`src/rtl/rle_pkg.sv`:
```
// Shared types and defaults for the run-length TX sequencer.
package rle_pkg;

    // One buffered run: how many times value repeated.
    typedef struct packed {
        logic [7:0] count;
        logic [7:0] value;
    } rle_pair_t;

    typedef enum logic [2:0] {
        ACCUM,
        SEND_CNT,
        WAIT_HI_C,
        WAIT_LO_C,
        SEND_VAL,
        WAIT_HI_V,
        WAIT_LO_V
    } rle_seq_state_t;

    localparam int unsigned MAX_RUN_DEF = 255;

endpackage

```
`src/rtl/rle_tx_sequencer_if.sv`:
```
// RX/TX handshake and status bundle between the sequencer and its surroundings.
interface rle_tx_sequencer_if #(
    parameter int unsigned DEPTH = 16
);
    localparam int unsigned CntW = $clog2(DEPTH + 1);

    logic            rx_valid;
    logic [7:0]      rx_data;
    logic            flush;
    logic            tx_busy;
    logic            tx_start;
    logic [7:0]      tx_data;
    logic            busy;
    logic            overflow;
    logic [CntW-1:0] pair_count;

    // Environment side: UART RX, flush request and UART TX busy.
    modport master (
        output rx_valid, rx_data, flush, tx_busy,
        input  tx_start, tx_data, busy, overflow, pair_count
    );

    // Sequencer side.
    modport slave (
        input  rx_valid, rx_data, flush, tx_busy,
        output tx_start, tx_data, busy, overflow, pair_count
    );

endinterface

```
`src/rtl/rle_pair_fifo.sv`:
```
// Synchronous FIFO of (count, value) pairs with a combinational head.
module rle_pair_fifo
    import rle_pkg::*;
#(
    parameter int unsigned DEPTH = 16
) (
    input  logic                         clk,
    input  logic                         reset,
    input  logic                         push,
    input  rle_pair_t                    push_data,
    input  logic                         pop,
    output rle_pair_t                    head,
    output logic                         full,
    output logic                         empty,
    output logic [$clog2(DEPTH+1)-1:0]   count
);
    localparam int unsigned PtrW = $clog2(DEPTH);
    localparam int unsigned CntW = $clog2(DEPTH + 1);

    rle_pair_t       mem [DEPTH];
    logic [PtrW-1:0] wr_ptr_q, rd_ptr_q;
    logic [CntW-1:0] count_q;
    logic            do_push, do_pop;

    // A push into a full FIFO and a pop from an empty one are ignored.
    assign do_push = push & ~full;
    assign do_pop  = pop & ~empty;

    // Pointers wrap naturally since DEPTH is a power of two.
    always_ff @(posedge clk or negedge reset) begin
        if (!reset) begin
            wr_ptr_q <= '0;
            rd_ptr_q <= '0;
            count_q  <= '0;
        end else begin
            if (do_push) wr_ptr_q <= wr_ptr_q + PtrW'(1);
            if (do_pop)  rd_ptr_q <= rd_ptr_q + PtrW'(1);
            if (do_push && !do_pop) begin
                count_q <= count_q + CntW'(1);
            end else if (!do_push && do_pop) begin
                count_q <= count_q - CntW'(1);
            end
        end
    end

    // Storage array; contents are don't-care until written.
    always_ff @(posedge clk) begin
        if (do_push) mem[wr_ptr_q] <= push_data;
    end

    assign head  = mem[rd_ptr_q];
    assign full  = (count_q == CntW'(DEPTH));
    assign empty = (count_q == '0);
    assign count = count_q;

endmodule

```
`src/rtl/rle_tx_sequencer.sv`:
```
// Folds RX bytes into runs, buffers them and replays them as count/value byte pairs
// through the UART TX on a rising flush request.
module rle_tx_sequencer
    import rle_pkg::*;
#(
    parameter int unsigned DEPTH   = 16,
    parameter int unsigned MAX_RUN = MAX_RUN_DEF
) (
    input logic                clk,
    input logic                reset,
    rle_tx_sequencer_if.slave  bus
);
    localparam int unsigned CntW   = $clog2(DEPTH + 1);
    localparam logic [7:0]  MaxRun = 8'(MAX_RUN);

    rle_seq_state_t  state_q, state_d;
    logic            flush_q;
    logic            flush_pend_q, flush_pend_d;
    logic [7:0]      cur_val_q, cur_val_d;
    logic [7:0]      cur_cnt_q, cur_cnt_d;
    logic            run_vld_q, run_vld_d;
    logic            overflow_q, overflow_d;
    logic            flush_edge, flush_req;
    logic            push, pop;
    rle_pair_t       push_pair, head;
    logic            fifo_full, fifo_empty;
    logic [CntW-1:0] fifo_count;
    logic            tx_start;
    logic [7:0]      tx_data;

    // A flush edge coinciding with an RX byte is parked in flush_pend and acted on next cycle.
    assign flush_edge = bus.flush & ~flush_q;
    assign flush_req  = (state_q == ACCUM) & (flush_edge | flush_pend_q);
    assign push_pair  = '{count: cur_cnt_q, value: cur_val_q};

    rle_pair_fifo #(
        .DEPTH (DEPTH)
    ) u_fifo (
        .clk       (clk),
        .reset     (reset),
        .push      (push),
        .push_data (push_pair),
        .pop       (pop),
        .head      (head),
        .full      (fifo_full),
        .empty     (fifo_empty),
        .count     (fifo_count)
    );

    // State, run register, flush history and sticky overflow.
    always_ff @(posedge clk or negedge reset) begin
        if (!reset) begin
            state_q      <= ACCUM;
            flush_q      <= 1'b0;
            flush_pend_q <= 1'b0;
            cur_val_q    <= 8'h00;
            cur_cnt_q    <= 8'h00;
            run_vld_q    <= 1'b0;
            overflow_q   <= 1'b0;
        end else begin
            state_q      <= state_d;
            flush_q      <= bus.flush;
            flush_pend_q <= flush_pend_d;
            cur_val_q    <= cur_val_d;
            cur_cnt_q    <= cur_cnt_d;
            run_vld_q    <= run_vld_d;
            overflow_q   <= overflow_d;
        end
    end

    // Run folding, pushes of completed runs and overflow detection.
    always_comb begin
        cur_val_d    = cur_val_q;
        cur_cnt_d    = cur_cnt_q;
        run_vld_d    = run_vld_q;
        flush_pend_d = 1'b0;
        overflow_d   = overflow_q;
        push         = 1'b0;
        if (state_q == ACCUM) begin
            if (bus.rx_valid) begin
                flush_pend_d = flush_req;
                if (run_vld_q && bus.rx_data == cur_val_q && cur_cnt_q < MaxRun) begin
                    cur_cnt_d = cur_cnt_q + 8'd1;
                end else begin
                    push      = run_vld_q;
                    cur_val_d = bus.rx_data;
                    cur_cnt_d = 8'd1;
                    run_vld_d = 1'b1;
                end
            end else if (flush_req && run_vld_q) begin
                push      = 1'b1;
                run_vld_d = 1'b0;
            end
        end else if (bus.rx_valid) begin
            // No room to fold bytes while transmitting.
            overflow_d = 1'b1;
        end
        if (push && fifo_full) overflow_d = 1'b1;
    end

    // Next-state logic: flush start, then a busy high/low handshake per byte.
    always_comb begin
        state_d = state_q;
        unique case (state_q)
            ACCUM: begin
                if (flush_req && !bus.rx_valid && (run_vld_q || !fifo_empty)) begin
                    state_d = SEND_CNT;
                end
            end
            SEND_CNT:  if (!bus.tx_busy) state_d = WAIT_HI_C;
            WAIT_HI_C: if (bus.tx_busy)  state_d = WAIT_LO_C;
            WAIT_LO_C: if (!bus.tx_busy) state_d = SEND_VAL;
            SEND_VAL:  if (!bus.tx_busy) state_d = WAIT_HI_V;
            WAIT_HI_V: if (bus.tx_busy)  state_d = WAIT_LO_V;
            WAIT_LO_V: begin
                // The head is popped on this transition, so one entry left means empty after.
                if (!bus.tx_busy) state_d = (fifo_count > CntW'(1)) ? SEND_CNT : ACCUM;
            end
            default:   state_d = ACCUM;
        endcase
    end

    // Outputs: one-cycle tx_start with the head byte, and pop when the pair is done.
    always_comb begin
        tx_start = 1'b0;
        tx_data  = 8'h00;
        pop      = 1'b0;
        unique case (state_q)
            SEND_CNT: begin
                if (!bus.tx_busy) begin
                    tx_start = 1'b1;
                    tx_data  = head.count;
                end
            end
            SEND_VAL: begin
                if (!bus.tx_busy) begin
                    tx_start = 1'b1;
                    tx_data  = head.value;
                end
            end
            WAIT_LO_V: pop = ~bus.tx_busy;
            default: ;
        endcase
    end

    assign bus.tx_start   = tx_start;
    assign bus.tx_data    = tx_data;
    assign bus.busy       = (state_q != ACCUM);
    assign bus.overflow   = overflow_q;
    assign bus.pair_count = fifo_count;

endmodule

```
`src/flat_wrapper.sv`:
```
// flat-port wrapper written by rule: the top's interface ports become plain ports
module rle_tx_sequencer_flat import rle_pkg::*;
#(
    parameter int unsigned DEPTH   = 16,
    parameter int unsigned MAX_RUN = MAX_RUN_DEF
)
  (clk, reset, bus_rx_valid, bus_rx_data, bus_flush, bus_tx_busy, bus_tx_start, bus_tx_data, bus_busy, bus_overflow, bus_pair_count);
  rle_tx_sequencer_if #(.DEPTH(DEPTH)) bus_i ();
  input logic clk;
  input logic reset;
  input wire logic [$bits(bus_i.rx_valid)-1:0] bus_rx_valid;
  input wire logic [$bits(bus_i.rx_data)-1:0] bus_rx_data;
  input wire logic [$bits(bus_i.flush)-1:0] bus_flush;
  input wire logic [$bits(bus_i.tx_busy)-1:0] bus_tx_busy;
  output wire logic [$bits(bus_i.tx_start)-1:0] bus_tx_start;
  output wire logic [$bits(bus_i.tx_data)-1:0] bus_tx_data;
  output wire logic [$bits(bus_i.busy)-1:0] bus_busy;
  output wire logic [$bits(bus_i.overflow)-1:0] bus_overflow;
  output wire logic [$bits(bus_i.pair_count)-1:0] bus_pair_count;
  assign bus_i.rx_valid = bus_rx_valid;
  assign bus_i.rx_data = bus_rx_data;
  assign bus_i.flush = bus_flush;
  assign bus_i.tx_busy = bus_tx_busy;
  assign bus_tx_start = bus_i.tx_start;
  assign bus_tx_data = bus_i.tx_data;
  assign bus_busy = bus_i.busy;
  assign bus_overflow = bus_i.overflow;
  assign bus_pair_count = bus_i.pair_count;
  rle_tx_sequencer #(.DEPTH(DEPTH), .MAX_RUN(MAX_RUN)) u_core (.clk(clk), .reset(reset), .bus(bus_i));
endmodule
```
`config.mk`:
```
export PLATFORM = sky130hd
export DESIGN_NAME = rle_tx_sequencer_flat
export DESIGN_NICKNAME = d
export VERILOG_FILES = /design/src/rtl/rle_pkg.sv /design/src/rtl/rle_tx_sequencer_if.sv /design/src/rtl/rle_pair_fifo.sv /design/src/rtl/rle_tx_sequencer.sv /design/src/flat_wrapper.sv
export SDC_FILE = /design/constraint.sdc
export NUM_CORES = 1
export LEC_CHECK = 0
export ABC_AREA = 0
export BUFFER_PORTS_ARGS = -buffer_cell sky130_fd_sc_hd__buf_2
export CAP_MARGIN = 20
export CORE_MARGIN = 2
export CORE_UTILIZATION = 35
export DETAILED_ROUTE_END_ITERATION = 8
export PLACE_DENSITY = 0.49
export SLEW_MARGIN = 40
export SYNTH_ARGS = -nofsm -noshare
export SYNTH_HDL_FRONTEND = slang
export SYNTH_SLANG_ARGS = --single-unit
```
`constraint.sdc`:
```
create_clock -name clk -period 3.4 [get_ports clk]
set_clock_uncertainty 0.2 [all_clocks]
set_input_delay 0.68 -clock clk [delete_from_list [all_inputs] [get_ports clk]]
set_output_delay 0.68 -clock clk [all_outputs]
set_load 0.03 [all_outputs]
```
==> results of run 1 <==
sequential cells by signal, indices dropped and copies added, names as in the netlist:
| name | count |
|---|---|
| u_core.run_vld_q | 1 |
| u_core.flush_pend_q | 1 |
| u_core.bus.overflow | 1 |
| u_core.u_fifo.rd_ptr_q | 4 |
| u_core.u_fifo.wr_ptr_q | 4 |
| u_core.flush_q | 1 |
| u_core.u_fifo.count | 5 |
| u_core.state_q | 3 |
| u_core.u_fifo.mem | 256 |
| u_core.cur_val_q | 8 |
| u_core.cur_cnt_q | 8 |
metal layers:
layer  share of wire  wire length [um]  GRT usage  vias to the layer above
li1                -                 -          -                     2707
met1            0.46             12870     0.2272                     3304
met2            0.48             13350     0.2665                      150
met3           0.044              1216    0.01956                       33
met4           0.018               504    0.03756                        0
met5               0                 0          0                        -
cells by family (layout without fill, tap and decap cells):
| group | count (synthesis) | in the layout |
|---|---|---|
| AND/OR/NAND/NOR | 88 | 88 |
| other | 0 | 1 |
| multiplexers | 100 | 100 |
| adder cells (fa/ha/maj) | 11 | 11 |
| flip-flops | 292 | 292 |
| buffers and inverters | 43 | 157 |
| AO/OA/AOI/OAI | 67 | 67 |
| XOR/XNOR | 19 | 19 |
per-stage QoR:
step                  util  total power, mW  cells  hold slack [ns]
finish              0.4273            10.82   1183          0.03752
global route        0.4272            11.33   1182          0.03291
CTS                 0.4269            10.95   1183          0.01947
detailed placement  0.3909            7.464   1112           0.2643
global placement    0.3901            7.396   1111           0.2655
floorplan                -            6.545    620           0.1844
how the worst max path moves through the flow:
stage,slack [ns],to
after floorplan,0.35,bus_tx_data[7]
after CTS,-0.19,bus_tx_data[5]
after global placement,0.29,bus_tx_data[2]
after detailed placement,0.28,bus_tx_data[0]
final,-0.13,bus_tx_data[7]
after global routing,-0.21,bus_tx_data[7]
Yosys cell counts, types with 6 or more instances:
master / count / area, um^2
buf_4: 7 / 52.55
o22ai_1: 7 / 43.79
mux2_2: 12 / 135.1
xor2_1: 6 / 52.55
dfrtp_1: 36 / 900.9
and3_1: 11 / 68.82
nand3_1: 7 / 35.03
mux4_2: 64 / 1441
clkbuf_1: 14 / 52.55
nand2_1: 18 / 67.56
nor2b_1: 9 / 56.30
edfxtp_1: 256 / 7687
nor2_1: 10 / 37.54
buf_2: 8 / 40.04
ha_1: 11 / 137.6
o21ai_0: 6 / 30.03
a211oi_1: 8 / 60.06
a21oi_1: 16 / 80.08
xnor2_1: 13 / 113.9
inv_1: 11 / 41.29
mux2i_1: 24 / 240.2
a21o_1: 7 / 52.55
worst reg2reg max path: cells and delay by family, from the launching register on:
kind / cells / cell delay [ns]
AOI/OAI and AO/OA: 2 / 0.31
DFF: 1 / 0.71
adders and majority gates: 1 / 0.31
and+or+nand+nor: 3 / 1.05
xor gates and xnor gates: 2 / 0.34
repair_timing:
action,CTS,global route
gates cloned,2,0
buffers inserted,10,0
pin swaps,10,7
hold endpoints to repair,19,0
hold buffers,1,0
gates resized for setup,26,12
endpoints found under the setup margin,8,8
power groups by stage:
stage               registers (mW)  logic, mW  clock network, mW
detailed placement            4.81       2.65                  0
floorplan                     4.72       1.82                  0
CTS                           4.73       2.98               3.24
finish                        4.74       2.92               3.17
global route                  4.78       3.16               3.38
global placement              4.78       2.62                  0
area by class of cell:
class | instances | area, um^2 | area share
tap | 448 | 560.5 | 0.03903
clock buffer | 42 | 847.1 | 0.05898
clock inverter | 16 | 115.1 | 0.008015
inverter | 11 | 41.29 | 0.002875
sequential | 292 | 8593 | 0.5983
antenna | 1 | 2.502 | 0.0001742
multi-input combinational | 285 | 3246 | 0.2260
timing repair buffer | 88 | 957.2 | 0.06664
==> qor_table.md, run 1 <==
| Group | Quantity | Value |
|---|---|---|
| status | Run status | finished with violations |
| status | Violations in the final reports | setup timing |
| sta | Fin crit share | 1.038 |
| critical path | Slowest library cell on the worst path | dfrtp_4 |
| clock network | Clock Tree Buf Depth | 3 |
| logic synthesis | Multiplexer share of the synthesized area | 0.1519 |
| placement | HPWL after DPL | 16.62 mm |
| placement | Area of placed instances | 0.01314 mm^2 |
| grt | Leftover overflow at the end of global routing | 0 |
| finish | Final design area excluding fillers | 0.01436 mm^2 |
| logic synthesis | Seq/Total Area, Yosys | 0.7182 |
| route | Final Routed Wirelength | 27.95 mm |
| placement | Final Wtd Congestion | 0.8151 |
| pwr | Power share of the clock group | 0.293 |
| floorplanning | I/O Pins | 29 |
| critical path | FF-to-FF Start | u_core.cur_val_q[0] |
| worst hold path | Hold crit path type | in2reg |
| clock network | Root Buffer | clkbuf_16 |
| pwr | Switching power as a share of total power | 0.2979 |
| logic synthesis | Post-synth EDFFs | 256 |
| sta | Final setup violation count | 8 |
| logic synthesis | Compound-Gate Fraction of Synth Area | 0.04196 |
| route | Remaining antenna violation count | 0 |
| critical path | Delay of the slowest critical-path stage | 0.51 ns |
| finish | Fraction of final layout cells sized beyond drive strength 1 | 0.3338 |
| route | Via density | 5.236 |
| route | 1st-iter DRT viols | 561 |
| grt | First-pass GRT wire length | 41.99 mm |
| critical path | RR Endpoint | u_core.u_fifo.count[3] |
| logic synthesis | Syn Nets | 644 |
| logic synthesis | Yosys reg bits | 292 |
| clock network | TritonCTS sink count | 292 |
| worst hold path | Endpoint, Worst Hold | u_core.flush_q |
| pwr | Reported net switching power | 3.224 mW |
| pwr | Power Density | 753.6 mW/mm^2 |
| logic synthesis | Most used flip-flop cell after synthesis | edfxtp_1 |
| sta | Final min period | 3.529 ns |
| placement | Setup slack after placement | 0.2848 ns |
| logic synthesis | Post-synthesis adder-cell area fraction | 0.01151 |
| sta | Actual slew at the worst max-slew pin | 0.7531 ns |
| critical path | Dominant delay contributor by cell family on the critical path | multiplexers |
| sta | Setup repair after global routing missed its margin | yes |
| clock network | CTS clk-pin slew, worst paths | 0.06 ns |
| logic synthesis | Synthesized netlist cell count | 620 |
| critical path | Crit path buf inv count | 2 |
| route | Iteration count of the initial detailed-routing pass | 5 |
| flow run | Number of max-cap violations | 0 |
| critical path | Required arrival time at the worst endpoint | 2.52 ns |
| critical path | Critical path, cell by cell | buf_6, mux4_2, mux2_4, o211ai_1, o311ai_2, buf_4 |
| sta | Worst relative slew slack | 0.4980 |
| sta | Total negative slack for setup checks | -0.5342 ns |
| placement | IO buf count | 28 |
| logic synthesis | Dominant combinational cell family by area after synthesis | multiplexers |
| logic synthesis | Proportion of register bits with asynchronous set or reset after synthesis | 0.1233 |
| grt | Via count of the first global-routing pass | 6,598 |
| finish | Post-layout nets | 733 |
| sta | Number of max-slew violations in the final report | 0 |
| floorplanning | Core footprint | 0.03362 mm^2 |
| critical path | Number of stages on the worst setup path | 6 |
| sta | Achievable clock frequency | 283.3 MHz |
| critical path | Category of the critical setup timing path | reg2out |
| clock network | Number of buffers added by the clock tree synthesis step | 31 |
| logic synthesis | Share of synthesized cell area in and, or, nand and nor gates | 0.04520 |
| floorplanning | Die Outline Area | 0.03566 mm^2 |
| finish | Total of fill cells in the finished design | 2,959 |
| pwr | Worst vdd ir | 0.4136 mV |
| pwr | Internal power | 7.600 mW |
| floorplanning | Horizontal extent of the die | 188.8 um |
| floorplanning | Total number of placement rows | 67 |
| critical path | Maximum fanout count along the critical path | 6 |
| clock network | Clock latency at the later pin of the worst-skew pair | 0.56 ns |
| floorplanning | Height of the die | 188.8 um |
| pwr | Part of the power in combinational logic | 0.270 |
| logic synthesis | Post-synthesis cell type count | 60 |
| finish | Most common cell after layout, fill and taps aside | edfxtp_1 |
| grt | Largest net degree at the start of global routing | 27 |
| worst hold path | Hold path start | bus_flush |
| finish | Post-synthesis to final-layout area growth | 20.11% |
| route | Count of vias placed by the detailed router | 6,194 |
| critical path | R2R depth | 8 |
| critical path | Launching instance or port of the critical path | u_core.u_fifo.rd_ptr_q[0] |
| critical path | Worst setup slack for register-to-register paths | 0.40 ns |
| pwr | Part of the total power dissipated in sequential elements | 0.438 |
| finish | Commonest cells after routing, fill and taps aside | edfxtp_1, mux4_2, dfrtp_1, clkbuf_16, buf_4 |
| sta | Final count of hold timing violations | 0 |
| clock network | CTS tree | yes |
| logic synthesis | Average cell area after synthesis | 19.29 um^2 |
| worst hold path | Cell depth of the worst hold path | 1 |
| critical path | WP data arrival | 2.65 ns |
| logic synthesis | Parity-gate share of the synthesized area counting xor and xnor cells | 0.01392 |
| grt | Gr usage total | 0.1607 |
| grt | Number of antenna violations at the first check in global routing | 0 |
| critical path | Crit path launch type | flip-flop |
| logic synthesis | Combined area of all synthesized cells | 0.01196 mm^2 |
| pwr | Static leakage power | 4.799 nW |
| sta | Final worst setup slack | -0.1292 ns |
| route | Wire length per cell | 23.62 um |
| floorplanning | Initial Util | 0.3557 |
| logic synthesis | Yosys warns | 0 |
| critical path | Critical Path Sink Type | output port |
| route | Remaining routing DRC violations | 0 |
| clock network | H-Tree Depth | 1 |
Note: power is estimated with default switching activity, not from simulation.
==> run 2: changes to the inputs <==
Settings changed: CTS_CLUSTER_SIZE set to 12, SYNTH_HIERARCHICAL set to 1.
==> run 2 against run 1 <==
The flow still finishes with violations (setup timing). Final cell count grew 6.4%. Utilization shrank 0.82 points. Routed wire length grew 1.6%. Non-clock buffer count is 11 higher. Critical path depth is 3 higher. Sequential share of layout area decreased by 0.45 points. Sequential cell count unchanged. Critical path type unchanged.
==> qor_table.md, run 2 <==
| Group | Quantity | Value | Delta |
|---|---|---|---|
| route | Final Routed Wirelength | 28.40 mm | +1.6% |
| clock network | CTS clk-pin slew, worst paths | 0.06 ns | about the same |
| logic synthesis | Top area cells in the synthesized netlist | edfxtp_1, dfrtp_1, mux4_2 |  |
| grt | Number of antenna violations at the first check in global routing | 0 | unchanged |
| sta | Achievable clock frequency | 283.0 MHz | -0.11% |
| clock network | CTS tree | yes |  |
| finish | Most common cell after layout, fill and taps aside | edfxtp_1 |  |
| critical path | Worst setup slack for register-to-register paths | 0.29 ns | -0.11 ns |
| pwr | Static leakage power | 4.996 nW | +4.1% |
| critical path | Critical path, cell by cell | buf_12, buf_6, buf_12, mux4_2, a22oi_1, nand2_1, a22oi_2, nor2_1, buf_4 |  |
| logic synthesis | Dominant cell type by area after synthesis | edfxtp_1 |  |
| route | Via density | 5.168 | -1.3% |
| route | Wire length per cell | 22.55 um | -4.5% |
| placement | Final Wtd Congestion | 0.7504 | -7.9% |
| clock network | TritonCTS sink count | 292 | unchanged |
| finish | Max FFs per register | 256 | unchanged |
| sta | Final min period | 3.533 ns | +0.003960 ns |
| floorplanning | I/O Pins | 29 | unchanged |
| logic synthesis | Most used flip-flop cell after synthesis | edfxtp_1 |  |
| sta | Worst relative slew slack | 0.5884 | +0.09041 |
| route | Count of vias placed by the detailed router | 6,507 | +5.1% |
| floorplanning | Horizontal extent of the die | 191.1 um | +1.2% |
| grt | First-pass GRT wire length | 42.80 mm | +1.9% |
| status | Run status | finished with violations |  |
| flow run | Number of max-cap violations | 0 | unchanged |
| critical path | Crit path buf inv count | 4 | +2 |
| critical path | Dominant delay contributor by cell family on the critical path | buffers and inverters |  |
| clock network | Number of buffers added by the clock tree synthesis step | 30 | -3.2% |
| route | Iteration count of the initial detailed-routing pass | 7 | +2 |
| critical path | Required arrival time at the worst endpoint | 2.52 ns | about the same |
| grt | Leftover overflow at the end of global routing | 0 | unchanged |
| sta | Number of max-slew violations in the final report | 0 | unchanged |
| critical path | FF-to-FF Start | u_core/state_q[0] |  |
| clock network | H-Tree Depth | 1 | unchanged |
| floorplanning | Core footprint | 0.03454 mm^2 | +2.8% |
| logic synthesis | Syn Nets | 717 | +11% |
| finish | Post-synthesis to final-layout area growth | 18.16% |  |
| placement | IO buf count | 28 | unchanged |
| pwr | Power Density | 764.2 mW/mm^2 | +1.4% |
| logic synthesis | Seq/Total Area, Yosys | 0.7010 | -0.01724 |
| critical path | Maximum fanout count along the critical path | 8 | +2 |
| logic synthesis | Synthesized netlist cell count | 693 | +12% |
| logic synthesis | Most common cell in the netlist | edfxtp_1 |  |
| finish | Final Core Density | 0.4191 | -0.008172 |
| logic synthesis | Post-synth EDFFs | 256 | unchanged |
| sta | Actual slew at the worst max-slew pin | 0.6165 ns | -0.1365 ns |
| finish | Antenna fix cells | 0 | -1 |
| floorplanning | Total number of placement rows | 68 | +1.5% |
| placement | Cell Count Post-Placement | 1,198 | +7.7% |
| critical path | Crit path launch type | flip-flop |  |
| logic synthesis | Fraction of post-synthesis cell area in the top cell type by area | 0.6275 | -0.01543 |
| logic synthesis | Ranking of synthesized cells by instance count | edfxtp_1, mux2i_1, nand2_1 |  |
| clock network | Clock latency at the later pin of the worst-skew pair | 0.55 ns | about the same |
| critical path | Slowest library cell on the worst path | mux4_2 |  |
| route | Remaining antenna violation count | 0 | unchanged |
| floorplanning | Height of the die | 191.1 um | +1.2% |
| critical path | Critical Path Sink Type | output port |  |
| critical path | WP data arrival | 2.65 ns | about the same |
| critical path | Launching instance or port of the critical path | u_core/u_fifo/rd_ptr_q[0] |  |
| grt | Gr usage total | 0.1588 | -0.001841 |
| route | 1st-iter DRT viols | 498 | -11% |
| finish | Fraction of final layout cells sized beyond drive strength 1 | 0.3197 | -0.01414 |
| finish | Biggest register | u_core/u_fifo/mem |  |
| sta | Final setup violation count | 8 | unchanged |
| placement | HPWL after DPL | 18.04 mm | +8.6% |
| logic synthesis | Yosys warns | 6 | +6 |
| clock network | Clock Tree Buf Depth | 3 | unchanged |
| route | Remaining routing DRC violations | 0 | unchanged |
| finish | Post-layout nets | 809 | +10% |
| grt | Via count of the first global-routing pass | 6,831 | +3.5% |
| floorplanning | Die Outline Area | 0.03652 mm^2 | +2.4% |
| logic synthesis | Post-synthesis cell type count | 63 | +5.0% |
| logic synthesis | Yosys reg bits | 292 | unchanged |
| logic synthesis | Proportion of register bits with asynchronous set or reset after synthesis | 0.1233 | unchanged |
| finish | Commonest cells after routing, fill and taps aside | edfxtp_1, mux2i_1, buf_4, nand2_1 |  |
| worst hold path | Hold crit path type | in2reg |  |
| grt | Largest net degree at the start of global routing | 37 | +37% |
| pwr | Worst vdd ir | 0.4627 mV | +12% |
| floorplanning | Initial Util | 0.3547 | -0.001035 |
| worst hold path | Hold path start | bus_flush |  |
| logic synthesis | Combined area of all synthesized cells | 0.01225 mm^2 | +2.5% |
| critical path | Delay of the slowest critical-path stage | 0.49 ns | -0.02 ns |
| sta | Setup repair after global routing missed its margin | yes |  |
| logic synthesis | Average cell area after synthesis | 17.68 um^2 | -8.3% |
| sta | Fin crit share | 1.039 | +0.001165 |
| critical path | Most used cell, CP | buf_12 |  |
| finish | Registers with the most flip-flops | u_core/u_fifo/mem: 256 flops, u_core/cur_cnt_q: 8 flops, u_core/cur_val_q: 8 flops |  |
| clock network | Root Buffer | clkbuf_16 |  |
| sta | Worst hold-check slack | 0.05129 ns | +0.01377 ns |
| sta | Final worst setup slack | -0.1332 ns | -0.003960 ns |
| status | Violations in the final reports | setup timing |  |
| sta | Final count of hold timing violations | 0 | unchanged |
| finish | Non-Filler Instances | 1,259 | +6.4% |
| critical path | Category of the critical setup timing path | reg2out |  |
[run 2: changes by cell type after synthesis, sizes merged, moves of 11 or more]
| cell | delta |
|---|---|
| nor2 | +22 |
| o21ai | +17 |
| mux2i | +41 |
| and3 | -11 |
| mux4 | -32 |
| nand2 | +23 |
| buf | +13 |
| a22oi | +24 |
| a221oi | +32 |
[run 2: final cells by class]
class	count	area, um^2
fill	3154	20070
timing repair buffer	99	938.4
clock inverter	10	78.83
inverter	12	46.29
multi-input combinational	350	3456
sequential	292	8596
tap	455	569.3
clock buffer	41	792.0
[run 2: final timing paths]
kind / to / cells past startpoint
max: bus_tx_data[7] / 9
min: u_core/flush_q / 1
max reg2reg: u_core/u_fifo/count[4] / 12
min reg2reg: u_core/bus.overflow / 2
max in group asynchronous: u_core/u_fifo/rd_ptr_q[0] / 2
min in group asynchronous: u_core/state_q[1] / 2
[run 2: cells by family after synthesis]
| group | after synthesis | share of synthesized area |
|---|---|---|
| AO/OA/AOI/OAI | 101 | 0.07772 |
| XOR/XNOR | 19 | 0.01358 |
| adder cells (fa/ha/maj) | 11 | 0.01185 |
| buffers and inverters | 51 | 0.02900 |
| flip-flops | 292 | 0.7010 |
| multiplexers | 107 | 0.1211 |
| AND/OR/NAND/NOR | 112 | 0.04575 |
[run 2: repair_timing]
action / CTS / global route
pin swaps: 18 / 16
endpoints found under the setup margin: 8 / 9
setup buffers: 6 / 0
hold buffers: 1 / 0
gates resized for setup: 35 / 21
endpoints found under the hold margin: 36 / 0
cloned: 2 / 1
[run 2: power by group]
part           switching (mW)  internal, mW
Combinational            1.92          1.57
Clock                    1.29          1.69
Sequential              0.204          4.40
[run 2: layer usage]
layer,vias up,wire length [um],global-route usage,share of wire
li1,2937,-,-,-
met1,3412,12170,0.2009,0.43
met2,119,14780,0.2860,0.52
met3,39,899,0.02111,0.032
met4,0,552,0.04231,0.019
met5,-,0,0,0
[run 2: metrics by stage]
step	power [mW]	setup WS, ns	TNS (ns)	cell area, um^2
after floorplan	6.839	0.04173	0	12270
after detailed placement	7.750	0.1046	0	13250
after global routing	11.60	-0.2021	-1.355	14480
final	11.06	-0.1332	-0.5675	14480
after CTS	11.08	-0.1691	-0.9013	14380
after global placement	7.665	0.1546	0	13240
